==> src/rtl/keypad_pkg.sv <==
// Shared constants and helpers for the keypad scanner and its consumers.
package keypad_pkg;

  localparam int unsigned NUM_ROWS = 4;
  localparam int unsigned NUM_COLS = 3;
  localparam int unsigned KEY_W    = 12;

  // Keys the maze game uses for up / left / right / down.
  localparam int unsigned KEY_1 = 1;
  localparam int unsigned KEY_3 = 3;
  localparam int unsigned KEY_5 = 5;
  localparam int unsigned KEY_7 = 7;

  // Position of a matrix switch in the flat key vector.
  function automatic logic [3:0] key_index(input logic [1:0] row, input logic [1:0] col);
    return 4'(row) * 4'(NUM_COLS) + 4'(col);
  endfunction

endpackage

==> src/rtl/keypad_scan_if.sv <==
// Keypad pins plus the key vector handed to the game logic.
interface keypad_scan_if;

  logic [keypad_pkg::NUM_ROWS-1:0] key_row;
  logic                            clr;
  logic [keypad_pkg::NUM_COLS-1:0] key_col;
  logic [keypad_pkg::KEY_W-1:0]    key;
  logic [keypad_pkg::KEY_W-1:0]    key_latch;
  logic                            key_press;

  // Board / consumer side.
  modport master (
    output key_row,
    output clr,
    input  key_col,
    input  key,
    input  key_latch,
    input  key_press
  );

  // Scanner side.
  modport slave (
    input  key_row,
    input  clr,
    output key_col,
    output key,
    output key_latch,
    output key_press
  );

endinterface

==> src/rtl/sync_2ff.sv <==
// Two-flop synchronizer for a bus of independent asynchronous bits.
module sync_2ff #(
  parameter int unsigned WIDTH = 1
) (
  input  logic             clk,
  input  logic             reset,
  input  logic [WIDTH-1:0] d,
  output logic [WIDTH-1:0] q
);

  logic [WIDTH-1:0] meta_q;
  logic [WIDTH-1:0] sync_q;

  // Two back-to-back stages to resolve metastability.
  always_ff @(posedge clk or posedge reset) begin
    if (reset) begin
      meta_q <= '0;
      sync_q <= '0;
    end else begin
      meta_q <= d;
      sync_q <= meta_q;
    end
  end

  assign q = sync_q;

endmodule

==> src/rtl/keypad_scan.sv <==
// 4x3 keypad column scanner with frame-level debounce and a sticky press latch.
module keypad_scan
  import keypad_pkg::*;
#(
  parameter int unsigned SCAN_DIV       = 1000,
  parameter int unsigned DEBOUNCE_SCANS = 4
) (
  input  logic          clk,
  input  logic          reset,
  keypad_scan_if.slave  kp
);

  localparam int unsigned DWELL_W  = $clog2(SCAN_DIV);
  localparam int unsigned STABLE_W = (DEBOUNCE_SCANS > 1) ? $clog2(DEBOUNCE_SCANS) : 1;
  localparam logic [DWELL_W-1:0]  DWELL_LAST  = DWELL_W'(SCAN_DIV - 1);
  localparam logic [STABLE_W-1:0] STABLE_LAST = STABLE_W'(DEBOUNCE_SCANS - 1);
  localparam logic [1:0]          COL_LAST    = 2'(NUM_COLS - 1);

  logic [NUM_ROWS-1:0] row_sync;
  logic [DWELL_W-1:0]  dwell_q;
  logic [1:0]          col_q;
  logic [KEY_W-1:0]    frame_q;
  logic [KEY_W-1:0]    ref_q;
  logic [STABLE_W-1:0] stable_q;
  logic                commit_q;
  logic [KEY_W-1:0]    key_q;
  logic [KEY_W-1:0]    latch_q;
  logic                press_q;

  logic                sample;
  logic                frame_done;
  logic [KEY_W-1:0]    frame_d;
  logic [STABLE_W-1:0] stable_d;
  logic [KEY_W-1:0]    rise;
  logic [KEY_W-1:0]    latch_d;

  sync_2ff #(
    .WIDTH (NUM_ROWS)
  ) u_row_sync (
    .clk   (clk),
    .reset (reset),
    .d     (kp.key_row),
    .q     (row_sync)
  );

  // Frame assembly, debounce comparison and rising-edge detection.
  always_comb begin
    sample     = (dwell_q == DWELL_LAST);
    frame_done = sample && (col_q == COL_LAST);
    frame_d    = frame_q;
    if (sample) begin
      for (int r = 0; r < NUM_ROWS; r++) begin
        frame_d[key_index(2'(r), col_q)] = row_sync[r];
      end
    end
    if (frame_d == ref_q) begin
      stable_d = (stable_q == STABLE_LAST) ? stable_q : stable_q + 1'b1;
    end else begin
      stable_d = '0;
    end
    // ref_q holds the frame being committed while commit_q is high.
    rise    = commit_q ? (ref_q & ~key_q) : '0;
    latch_d = (kp.clr ? '0 : latch_q) | rise;
  end

  // Scan counters, debounce state and registered outputs.
  always_ff @(posedge clk or posedge reset) begin
    if (reset) begin
      dwell_q  <= '0;
      col_q    <= '0;
      frame_q  <= '0;
      ref_q    <= '0;
      stable_q <= '0;
      commit_q <= 1'b0;
      key_q    <= '0;
      latch_q  <= '0;
      press_q  <= 1'b0;
    end else begin
      dwell_q <= sample ? '0 : dwell_q + 1'b1;
      if (sample) begin
        col_q   <= (col_q == COL_LAST) ? 2'd0 : col_q + 2'd1;
        frame_q <= frame_d;
      end
      commit_q <= 1'b0;
      if (frame_done) begin
        // On a mismatch the new frame becomes the reference; on a match it is unchanged.
        ref_q    <= frame_d;
        stable_q <= stable_d;
        commit_q <= (stable_d == STABLE_LAST);
      end
      if (commit_q) begin
        key_q <= ref_q;
      end
      press_q <= |rise;
      latch_q <= latch_d;
    end
  end

  assign kp.key_col   = 3'b001 << col_q;
  assign kp.key       = key_q;
  assign kp.key_latch = latch_q;
  assign kp.key_press = press_q;

endmodule

==> src/flat_wrapper.sv <==
// flat-port wrapper written by rule: the top's interface ports become plain ports
module keypad_scan_flat import keypad_pkg::*;
#(
  parameter int unsigned SCAN_DIV       = 1000,
  parameter int unsigned DEBOUNCE_SCANS = 4
)
  (clk, reset, kp_key_row, kp_clr, kp_key_col, kp_key, kp_key_latch, kp_key_press);
  keypad_scan_if kp_i ();
  input  logic clk;
  input  logic reset;
  input wire logic [$bits(kp_i.key_row)-1:0] kp_key_row;
  input wire logic [$bits(kp_i.clr)-1:0] kp_clr;
  output wire logic [$bits(kp_i.key_col)-1:0] kp_key_col;
  output wire logic [$bits(kp_i.key)-1:0] kp_key;
  output wire logic [$bits(kp_i.key_latch)-1:0] kp_key_latch;
  output wire logic [$bits(kp_i.key_press)-1:0] kp_key_press;
  assign kp_i.key_row = kp_key_row;
  assign kp_i.clr = kp_clr;
  assign kp_key_col = kp_i.key_col;
  assign kp_key = kp_i.key;
  assign kp_key_latch = kp_i.key_latch;
  assign kp_key_press = kp_i.key_press;
  keypad_scan #(.SCAN_DIV(SCAN_DIV), .DEBOUNCE_SCANS(DEBOUNCE_SCANS)) u_core (.clk(clk), .reset(reset), .kp(kp_i));
endmodule
==> config.mk <==
export PLATFORM = sky130hd
export DESIGN_NAME = keypad_scan_flat
export DESIGN_NICKNAME = d
export VERILOG_FILES = /design/src/rtl/keypad_pkg.sv /design/src/rtl/keypad_scan_if.sv /design/src/rtl/sync_2ff.sv /design/src/rtl/keypad_scan.sv /design/src/flat_wrapper.sv
export SDC_FILE = /design/constraint.sdc
export NUM_CORES = 1
export LEC_CHECK = 0
export BUFFER_PORTS_ARGS = -buffer_cell sky130_fd_sc_hd__buf_2
export CAP_MARGIN = 20
export CORE_MARGIN = 2
export CORE_UTILIZATION = 63
export DETAILED_ROUTE_END_ITERATION = 8
export PLACE_DENSITY = 0.84
export SLEW_MARGIN = 20
export SYNTH_ARGS = -nofsm -noshare
export SYNTH_HDL_FRONTEND = slang
export SYNTH_HIERARCHICAL = 1
export SYNTH_SLANG_ARGS = --single-unit
==> constraint.sdc <==
create_clock -name clk -period 5.3 [get_ports clk]
set_input_delay 1.06 -clock clk [delete_from_list [all_inputs] [get_ports clk]]
set_output_delay 1.06 -clock clk [all_outputs]
set_load 0.03 [all_outputs]
==> results of run 1 <==
worst max-delay path, delay by kind of cell, from the launching register on:
kind                       cells  cell delay (ps)
DFF                            1              430
adders and majority gates      1              300
AOI/OAI and AO/OA              2              650
and+or+nand+nor                4             1770
xor gates and xnor gates       1              130
layer usage:
| metal | routed length, um | vias up | track usage [%] |
|---|---|---|---|
| met5 | 0 | - | 0 |
| met4 | 110 | 0 | 11.8 |
| li1 | - | 1122 | - |
| met1 | 3040 | 1160 | 33.5 |
| met2 | 3070 | 80 | 37.2 |
| met3 | 387 | 14 | 5.88 |
worst max-delay path by stage:
| stage | cells past startpoint | from | slack (ps) | to |
|---|---|---|---|---|
| after floorplan | 1 | reset | 2640 | u_core/col_q[0] |
| final | 8 | u_core/dwell_q[0] | 1930 | u_core/stable_q[0] |
| after detailed placement | 5 | u_core/dwell_q[0] | 1860 | u_core/ref_q[7] |
| after CTS | 5 | u_core/dwell_q[0] | 1830 | u_core/ref_q[7] |
| after global placement | 8 | u_core/dwell_q[0] | 2010 | u_core/stable_q[0] |
| after global routing | 8 | u_core/dwell_q[0] | 1680 | u_core/stable_q[0] |
synthesized netlist by cell type, drive strengths merged, types with 4 or more instances:
cell / instances / share of area [%]
a22o: 6 / 1.6
a31oi: 4 / 0.74
buf: 4 / 0.78
clkbuf: 9 / 1.0
dfrtp: 72 / 53
ha: 7 / 2.6
inv: 20 / 2.2
mux2: 15 / 5.0
mux2i: 12 / 3.6
nand2: 28 / 3.1
nand2b: 6 / 1.1
nand3: 7 / 1.0
nor2: 9 / 1.0
nor2b: 7 / 1.3
o21ai: 28 / 5.0
o31ai: 12 / 3.0
xnor2: 8 / 2.1
xor2: 10 / 2.6
final cells by class:
cell class,instances,area [um^2]
Sequential cell,72,1800
Multi-Input combinational cell,196,1440
Fill cell,379,1360
Timing Repair Buffer,35,178
Clock buffer,10,138
Tap cell,70,87.6
Inverter,21,78.8
Clock inverter,5,57.6
cell families after synthesis:
logic type	after synthesis	share of synthesized area, %
simple gates	74	11.7
xor+xnor	18	4.67
mux	27	8.56
fa+ha+maj	7	2.59
flops	72	53.4
compound gates	70	15.0
buf+inv	34	4.11
flip-flops by register name, summed over array words and instances, names as in the netlist:
signal                    flops
u_core/commit_q               1
u_core/kp.key_press           1
u_core/kp.key                12
u_core/u_row_sync/q           4
u_core/kp.key_latch          12
u_core/ref_q                 12
u_core/stable_q               2
u_core/u_row_sync/meta_q      4
u_core/col_q                  2
u_core/dwell_q               10
u_core/frame_q               12
power by group through the flow:
stage | clock network (mW) | logic (mW) | registers [mW]
after floorplan | 0 | 0.0121 | 0.565
after global placement | 0 | 0.0189 | 0.566
after detailed placement | 0 | 0.0192 | 0.566
after CTS | 0.437 | 0.0192 | 0.555
after global routing | 0.464 | 0.0217 | 0.555
final | 0.425 | 0.0184 | 0.556
==> reports/metrics.cfg, run 1 <==
[outcome]
status = finished, final reports clean

[die]
start_util_pct = 65.7
coreArea_um2 = 5140
fp.dieArea_um2 = 5960
die_h_um = 77.2
io_pins = 35
die_x_um = 77.2
placementRows = 26

[setup_path]
slowest_delay_ps = 800
startpoint_type = flip-flop
reg2reg_to = u_core/stable_q[0]
reg2reg_depth = 8
cp.arrival_ps = 3620
path_max_fanout = 12
criticalPathCategory = flip-flop to flip-flop
crit_path_cell_trace = ha_1 -> nand4b_1 -> or3_1 -> o21ai_0 -> xor2_1 -> nor4_2 -> nand4_2 -> o31ai_2
required_ps = 5550
r2r_start = u_core/dwell_q[0]
rrSetupSlack_ps = 1930
critPathSlowestCell = or3_1
cp-end-kind = flip-flop

[placed_design]
place_ws_ps = 1860
routabilityCongestion = 0.839
dp_hpwl_um = 4600
place_inst = 394
place_area_um2 = 3580
port_buffers = 34

[sta]
timing.final.ws_setup_ps = 1930
hold_viol = 0
rsz0062_at_grt = no
finalSetupViolations = 0
fin_crit_sh_pct = 63.7
tightest_slew_ps = 793
slew_violations = 0
fmax_ghz = 0.296
hold_ws_ps = 352
timing.setup.tns_ps = 0
fin_crit_ps = 3370
finClkSkew_ps = 6.32
slew_headroom_pct = 47.1

[drt]
antenna_left = 0
wl_per_cell_um = 16.1
drt-initial-drc-count = 168
drcViolationCount = 0
vias = 2376
via_per_inst = 5.81
wl_um = 6600
first_pass_iters = 4

[power]
switching_share_pct = 21.6
cellInternalPower_mw = 0.783
power_density_nw_per_um2 = 264
clockPowerShare_pct = 42.6
ir_worst_vdd_v = 0.000239
p_leak_nw = 1.87
seq_power_share_pct = 55.6
power_mw = 0.999
power.net_switching_mw = 0.216
pwr-share-comb_pct = 1.8

[finish]
final_cell_mix = 72 x dfrtp_1, 34 x buf_2, 28 x nand2_1
n_antenna_cell = 0
post-route-util_pct = 73.6
stdcell_count = 409
final_cell_area_um2 = 3780
area_growth_pct = 12.0
drive_gt1_share_pct = 22.7
mostFrequentLayoutCell = dfrtp_1
nNetsFinal = 349

[synth]
synth_ff_type = dfrtp_1
syn_nets = 316
avgSynthCellArea_um2 = 11.2
seq_area_frac_synth_pct = 53.4
synth_edf_count = 0
ys_ff_latch = 72
yosys_warnings = 6
syn_area_um2 = 3380
async_flop_share_pct = 100
synth.distinct_cells = 46
synthCells = 302

[global_route]
grt_max_degree = 65
grt_pass1_vias = 2411
grt_overflow = 0
antenna_found_initial = 0
grt_pass1_wl_um = 11400
track_usage_pct = 24.6

[cts]
cts-root-buf = clkbuf_8
numCtsBuffers = 9
clk-insertion-delay-late_ps = 340
cts_resized = 0
clock-sinks = 72
cts_hold_buf = 0
path_clk_slew_ps = 70
htreeDepth = 3
clk_path_buf_depth = 2
cts_tree = yes
cts_setup_buffers = 0

[worst_hold_path]
min_from = u_core/u_row_sync/meta_q[1]
worstHoldPathCells = 0
hold_end = u_core/u_row_sync/q[1]
hold_path_class = flip-flop to flip-flop

[flow_run]
maxCapViolations = 0

Power figures use the tool's default switching activity.
==> run 2, diff against run 1 <==
--- a/config.mk
+++ b/config.mk
@@ -5,12 +5,13 @@
 export SDC_FILE = /design/constraint.sdc
 export NUM_CORES = 1
 export LEC_CHECK = 0
+export ABC_AREA = 1
 export BUFFER_PORTS_ARGS = -buffer_cell sky130_fd_sc_hd__buf_2
 export CAP_MARGIN = 20
 export CORE_MARGIN = 2
-export CORE_UTILIZATION = 63
+export CORE_UTILIZATION = 59
 export DETAILED_ROUTE_END_ITERATION = 8
-export PLACE_DENSITY = 0.84
+export PLACE_DENSITY = 0.79
 export SLEW_MARGIN = 20
 export SYNTH_ARGS = -nofsm -noshare
 export SYNTH_HDL_FRONTEND = slang
==> constraint.sdc (replaced) <==
create_clock -name clk -period 3.2 [get_ports clk]
set_input_delay 0.64 -clock clk [delete_from_list [all_inputs] [get_ports clk]]
set_output_delay 0.64 -clock clk [all_outputs]
set_load 0.03 [all_outputs]
==> reports/metrics.cfg, run 2 <==
[synth]
ys_ff_latch = 72  ; unchanged
yosys.area.top_type = dfrtp_1
syn_area_um2 = 3640  ; +7.8%
synthCells = 474  ; +57%
syn_nets = 488  ; +54%
yosys.cell_count.top_type = nand2_1
synth_edf_count = 0  ; unchanged
synthTopCellsByArea = dfrtp_1 50%, nand2_1 16%, inv_1 7.7%, o21ai_0 5.4%, nand3_1 4.7%
synth_ff_type = dfrtp_1
synth.distinct_cells = 28  ; -39%
avgSynthCellArea_um2 = 7.68  ; -31%
synth_top_area_share_pct = 49.5  ; -3.9 points
yosys_warnings = 6  ; unchanged
seq_area_frac_synth_pct = 49.5  ; -3.9 points
async_flop_share_pct = 100  ; unchanged
ys_top_cells_by_count = 152 x nand2_1, 75 x inv_1, 72 x dfrtp_1

[sta]
finClkSkew_ps = 9.85  ; +3.53 ps
hold_ws_ps = 245  ; -108 ps
fin_crit_sh_pct = 73.4
timing.setup.tns_ps = 0  ; unchanged
slew_headroom_pct = 52.6  ; +5.5 points
hold_viol = 0  ; unchanged
rsz0062_at_grt = no
fin_crit_ps = 2350
finalSetupViolations = 0  ; unchanged
slew_violations = 0  ; unchanged
tightest_slew_ps = 710  ; -82.9 ps
fmax_ghz = 0.426

[global_route]
grt_pass1_vias = 2686  ; +11%
track_usage_pct = 24.1  ; -0.49 points
antenna_found_initial = 0  ; unchanged
grt_max_degree = 34  ; -48%
grt_overflow = 0  ; unchanged
grt_pass1_wl_um = 12200  ; +7.8%

[die]
io_pins = 35  ; unchanged
coreArea_um2 = 5960  ; +16%
placementRows = 28  ; +7.7%
die_x_um = 82.5  ; +6.9%
start_util_pct = 61.1  ; -4.6 points
die_h_um = 82.5  ; +6.9%
fp.dieArea_um2 = 6810  ; +14%

[cts]
cts_resized = 0  ; unchanged
cts_tree = yes
numCtsBuffers = 9  ; unchanged
clk-insertion-delay-late_ps = 340  ; about the same
clk_path_buf_depth = 2  ; unchanged
cts_hold_buf = 0  ; unchanged
cts-root-buf = clkbuf_8
htreeDepth = 3  ; unchanged
cts_setup_buffers = 0  ; unchanged
clock-sinks = 72  ; unchanged
path_clk_slew_ps = 70  ; about the same

[drt]
vias = 3040  ; +28%
wl_um = 7480  ; +13%
first_pass_iters = 5  ; +1
antenna_left = 0  ; unchanged
via_per_inst = 5.16  ; -11%
drt-initial-drc-count = 254  ; +51%
drcViolationCount = 0  ; unchanged
wl_per_cell_um = 12.7  ; -21%

[setup_path]
r2r_start = u_core/col_q[1]
slowest_delay_ps = 480  ; -320 ps
startpoint_type = flip-flop
criticalPathCategory = flip-flop to output port
reg2reg_depth = 14  ; +6
path_max_fanout = 10  ; -2
crit_family = buffers and inverters
critPathSlowestCell = dfrtp_1
cp.buffers_inverters = 2  ; +2
cp-end-kind = output port
crit_path_cell_trace = inv_1 -> ha_1 -> buf_2
cp.arrival_ps = 1710  ; -1910 ps
required_ps = 2560  ; -2990 ps
rrSetupSlack_ps = 890  ; -1040 ps
reg2reg_to = u_core/stable_q[0]

[placed_design]
place_inst = 573  ; +45%
dp_hpwl_um = 5540  ; +20%
place_area_um2 = 3850  ; +7.6%
port_buffers = 34  ; unchanged
routabilityCongestion = 0.972  ; +16%

[power]
pwr-share-comb_pct = 2.0  ; +0.2 points
seq_power_share_pct = 55.4  ; -0.2 points
clockPowerShare_pct = 42.7  ; about the same
cellInternalPower_mw = 1.30  ; +66%
power_density_nw_per_um2 = 410  ; +55%
switching_share_pct = 21.7  ; +0.030 points
ir_worst_vdd_v = 0.000317  ; +32%
p_leak_nw = 2.19  ; +17%
power.net_switching_mw = 0.360  ; +66%

[finish]
drive_gt1_share_pct = 13.8  ; -8.9 points
stdcell_count = 589  ; +44%
mostFrequentLayoutCell = nand2_1
n_antenna_cell = 0  ; unchanged
area_growth_pct = 11.3
nNetsFinal = 523  ; +50%
final_cell_mix = 152 x nand2_1, 74 x inv_1, 72 x dfrtp_1
final_cell_area_um2 = 4050  ; +7.1%
fillers = 491  ; +30%

[flow_run]
maxCapViolations = 0  ; unchanged

[worst_hold_path]
hold_path_class = input pin to async pin

[outcome]
status = finished, final reports clean

==> run 2: through the flow <==
stage | utilization (%) | total power [mW] | worst slack (ps)
finish | 68.0 | 1.66 | 850
detailed placement | 64.7 | 0.971 | 928
floorplan | - | 0.956 | 962
CTS | 68.0 | 1.67 | 867
global placement | 64.7 | 0.970 | 1010
global route | 68.0 | 1.73 | 621
==> run 2: routing by layer <==
| layer | GRT usage (%) | part of all wire [%] |
|---|---|---|
| met1 | 32.5 | 48 |
| met2 | 37.6 | 43 |
| met3 | 5.00 | 5.7 |
| met4 | 10.8 | 2.8 |
| met5 | 0 | 0 |
==> run 2: power groups by stage <==
stage               clock network, mW  registers [mW]  logic [mW]
floorplan                           0           0.934      0.0218
global placement                    0           0.937      0.0334
detailed placement                  0           0.937      0.0340
CTS                             0.721           0.919      0.0342
global route                    0.771           0.920      0.0386
finish                          0.708           0.920      0.0327
==> run 2: cell families (layout without fill, tap and decap cells) <==
group,after synthesis,in the layout,share of synthesized area [%]
XOR/XNOR,1,1,0.241
buffers and inverters,92,132,10.0
AO/OA/AOI/OAI,63,63,9.28
AND/OR/NAND/NOR,239,239,28.6
flip-flops,72,72,49.5
adder cells (fa/ha/maj),7,7,2.41
==> run 2: layout make-up <==
cell class	instances	area, um^2	share of cell area, %
inverters	80	300	7.41
repair buffers	36	185	4.57
flip-flops and latches	72	1800	44.5
multi-input cells	310	1470	36.4
clock inverters	5	56.3	1.39
clock buffers	11	141	3.49
well taps	75	93.8	2.32
==> run 2: how the worst max path moves through the flow <==
stage                                from            endpoint  slack [ps]  cells after the start
after floorplan                     reset     u_core/col_q[0]         960                      1
after global placement    u_core/col_q[1]  u_core/stable_q[0]        1010                     12
after detailed placement  u_core/col_q[1]  u_core/stable_q[0]         930                     12
after CTS                 u_core/col_q[1]       kp_key_col[0]         870                      3
after global routing      u_core/col_q[1]  u_core/stable_q[0]         620                     12
final                     u_core/col_q[1]       kp_key_col[0]         850                      3
==> run 3, diff against run 2 <==
--- a/config.mk
+++ b/config.mk
@@ -5,13 +5,13 @@
 export SDC_FILE = /design/constraint.sdc
 export NUM_CORES = 1
 export LEC_CHECK = 0
-export ABC_AREA = 1
+export ABC_AREA = 0
 export BUFFER_PORTS_ARGS = -buffer_cell sky130_fd_sc_hd__buf_2
 export CAP_MARGIN = 20
 export CORE_MARGIN = 2
-export CORE_UTILIZATION = 59
+export CORE_UTILIZATION = 53
 export DETAILED_ROUTE_END_ITERATION = 8
-export PLACE_DENSITY = 0.79
+export PLACE_DENSITY = 0.76
 export SLEW_MARGIN = 20
 export SYNTH_ARGS = -nofsm -noshare
 export SYNTH_HDL_FRONTEND = slang
==> constraint.sdc (replaced) <==
create_clock -name clk -period 1.9 [get_ports clk]
set_input_delay 0.38 -clock clk [delete_from_list [all_inputs] [get_ports clk]]
set_output_delay 0.38 -clock clk [all_outputs]
set_load 0.03 [all_outputs]
==> reports/metrics.cfg, run 3 (same netlist as run 1, synthesis figures left out) <==
[power]
cellInternalPower_mw = 2.48  ; +91%
pwr-share-comb_pct = 2.4  ; +0.4 points
seq_power_share_pct = 49.4  ; -6.0 points
power.net_switching_mw = 0.652  ; +81%
clockPowerShare_pct = 48.3  ; +5.6 points
power_mw = 3.13  ; +89%
ir_worst_vdd_v = 0.000682  ; +120%
power_density_nw_per_um2 = 683  ; +67%
switching_share_pct = 20.8  ; -0.83 points
p_leak_nw = 2.25  ; +2.6%

[drt]
wl_um = 7740  ; +3.5%
via_per_inst = 5.48  ; +6.1%
antenna_left = 0  ; unchanged
drt-initial-drc-count = 100  ; -61%
wl_per_cell_um = 16.0  ; +26%
first_pass_iters = 4  ; -1
vias = 2656  ; -13%
drcViolationCount = 0  ; unchanged

[sta]
finalSetupViolations = 4  ; +4
timing.final.ws_setup_ps = -349  ; -1200 ps
slew_violations = 0  ; unchanged
finClkSkew_ps = 8.77  ; -1.07 ps
slew_headroom_pct = 47.9  ; -4.7 points
tightest_slew_ps = 781  ; +70.8 ps
hold_ws_ps = 139  ; -106 ps
hold_viol = 0  ; unchanged
fin_crit_sh_pct = 118
fin_crit_ps = 2250
rsz0062_at_grt = yes
fmax_ghz = 0.445

[cts]
cts-root-buf = clkbuf_8
clock-sinks = 72  ; unchanged
numCtsBuffers = 9  ; unchanged
clk_path_buf_depth = 2  ; unchanged
htreeDepth = 3  ; unchanged
cts_tree = yes
path_clk_slew_ps = 80  ; about the same
clk-insertion-delay-late_ps = 350  ; about the same

[finish]
nNetsFinal = 417  ; -20%
final_cell_mix = 70 x dfrtp_1, 60 x buf_4, 33 x buf_2
drive_gt1_share_pct = 41.2  ; +27 points
post-route-util_pct = 73.5  ; +5.5 points
area_growth_pct = 35.8
mostFrequentLayoutCell = dfrtp_1
n_antenna_cell = 0  ; unchanged

[global_route]
grt_pass1_vias = 2617  ; -2.6%
track_usage_pct = 22.9  ; -1.2 points
grt_overflow = 0  ; unchanged
grt_max_degree = 65  ; +91%
grt_pass1_wl_um = 12600  ; +3.3%
antenna_found_initial = 0  ; unchanged

[die]
io_pins = 35  ; unchanged
die_h_um = 83.8  ; +1.5%
start_util_pct = 54.1  ; -7.0 points
die_x_um = 83.8  ; +1.5%
fp.dieArea_um2 = 7030  ; +3.1%
coreArea_um2 = 6240  ; +4.8%
placementRows = 29  ; +3.6%

[placed_design]
routabilityCongestion = 0.878  ; -9.7%
port_buffers = 34  ; unchanged
place_ws_ps = -379  ; -1310 ps
dp_hpwl_um = 5320  ; -3.9%

[setup_path]
required_ps = 2160  ; -400 ps
cp.arrival_ps = 2510  ; +800 ps
path_max_fanout = 4  ; -6
cp-end-kind = flip-flop
criticalPathCategory = flip-flop to flip-flop
startpoint_type = flip-flop

[outcome]
status = finished, violations left
violations = setup timing

[worst_hold_path]
hold_path_class = input pin to flip-flop

[flow_run]
maxCapViolations = 0  ; unchanged

==> run 3: cell types whose count changed in the layout (fill, tap and decap cells not counted), moves of 9 or more <==
cell	change
nor2_1	-19
nand2_1	-125
buf_4	+58
nand3_1	-27
o21ai_0	-23
inv_1	-57
mux2_2	+12
o22ai_1	-9
xor2_1	+9
==> run 3: through the flow <==
step                area (um^2)  TNS (ps)  std cells
CTS                        4450      -926        477
global route               4590     -2200        485
floorplan                  3480      -710        302
detailed placement         4120      -995        457
global placement           4120      -928        457
finish                     4590      -926        485
==> run 3: worst max-delay path, stage by stage, from the launching register on <==
cell,delay (ps)
dfrtp_2,460
buf_4,170
ha_1,220
buf_4,150
mux2i_1,120
o21ai_0,250
mux2i_2,140
xnor2_1,160
nor3_2,170
nand4_2,150
o31ai_2,190
==> run 3: final timing paths <==
kind / from / to / slack [ps] / depth (start not counted)
worst max-delay path: u_core/col_q[1] / u_core/stable_q[0] / -350 / 10
worst max register to register: u_core/col_q[1] / u_core/stable_q[0] / -350 / 10
worst min-delay path: kp_key_row[2] / u_core/u_row_sync/meta_q[2] / 140 / 1
min in group asynchronous: reset / u_core/u_row_sync/q[1] / 550 / 3
max in group asynchronous: reset / u_core/col_q[0] / 890 / 4
worst min register to register: u_core/u_row_sync/meta_q[2] / u_core/u_row_sync/q[2] / 350 / 0
==> run 3: what timing repair did <==
item | in CTS | in global routing
pin swaps | 4 | 3
endpoints found under the hold margin | 8 | 0
hold buffers | 1 | 0
setup endpoints to repair | 10 | 15
buffers inserted | 4 | 9
gates resized for setup | 9 | 21
==> run 3: routing by layer <==
metal  global-route usage (%)  vias up  wire (um)  part of all wire, %
met5                        0        -          0                    0
met4                     8.36        0        107                  1.4
met3                     4.25       11        290                  3.7
met1                     30.1     1314       3470                   45
met2                     38.3       61       3880                   50
li1                         -     1270          -                    -
==> run 3: power by group through the flow <==
stage / logic, mW / registers, mW / clock network [mW]
after floorplan: 0.0344 / 1.58 / 0
after global placement: 0.0680 / 1.58 / 0
after detailed placement: 0.0698 / 1.58 / 0
after CTS: 0.0729 / 1.55 / 1.53
after global routing: 0.0836 / 1.55 / 1.61
final: 0.0738 / 1.55 / 1.51
==> run 3: area by class of cell <==
cell class | instances | area (um^2)
Clock buffer | 10 | 138
Clock inverter | 6 | 115
Fill cell | 423 | 1650
Inverter | 21 | 87.6
Multi-Input combinational cell | 196 | 1600
Sequential cell | 72 | 1800
Tap cell | 77 | 96.3
Timing Repair Buffer | 103 | 744
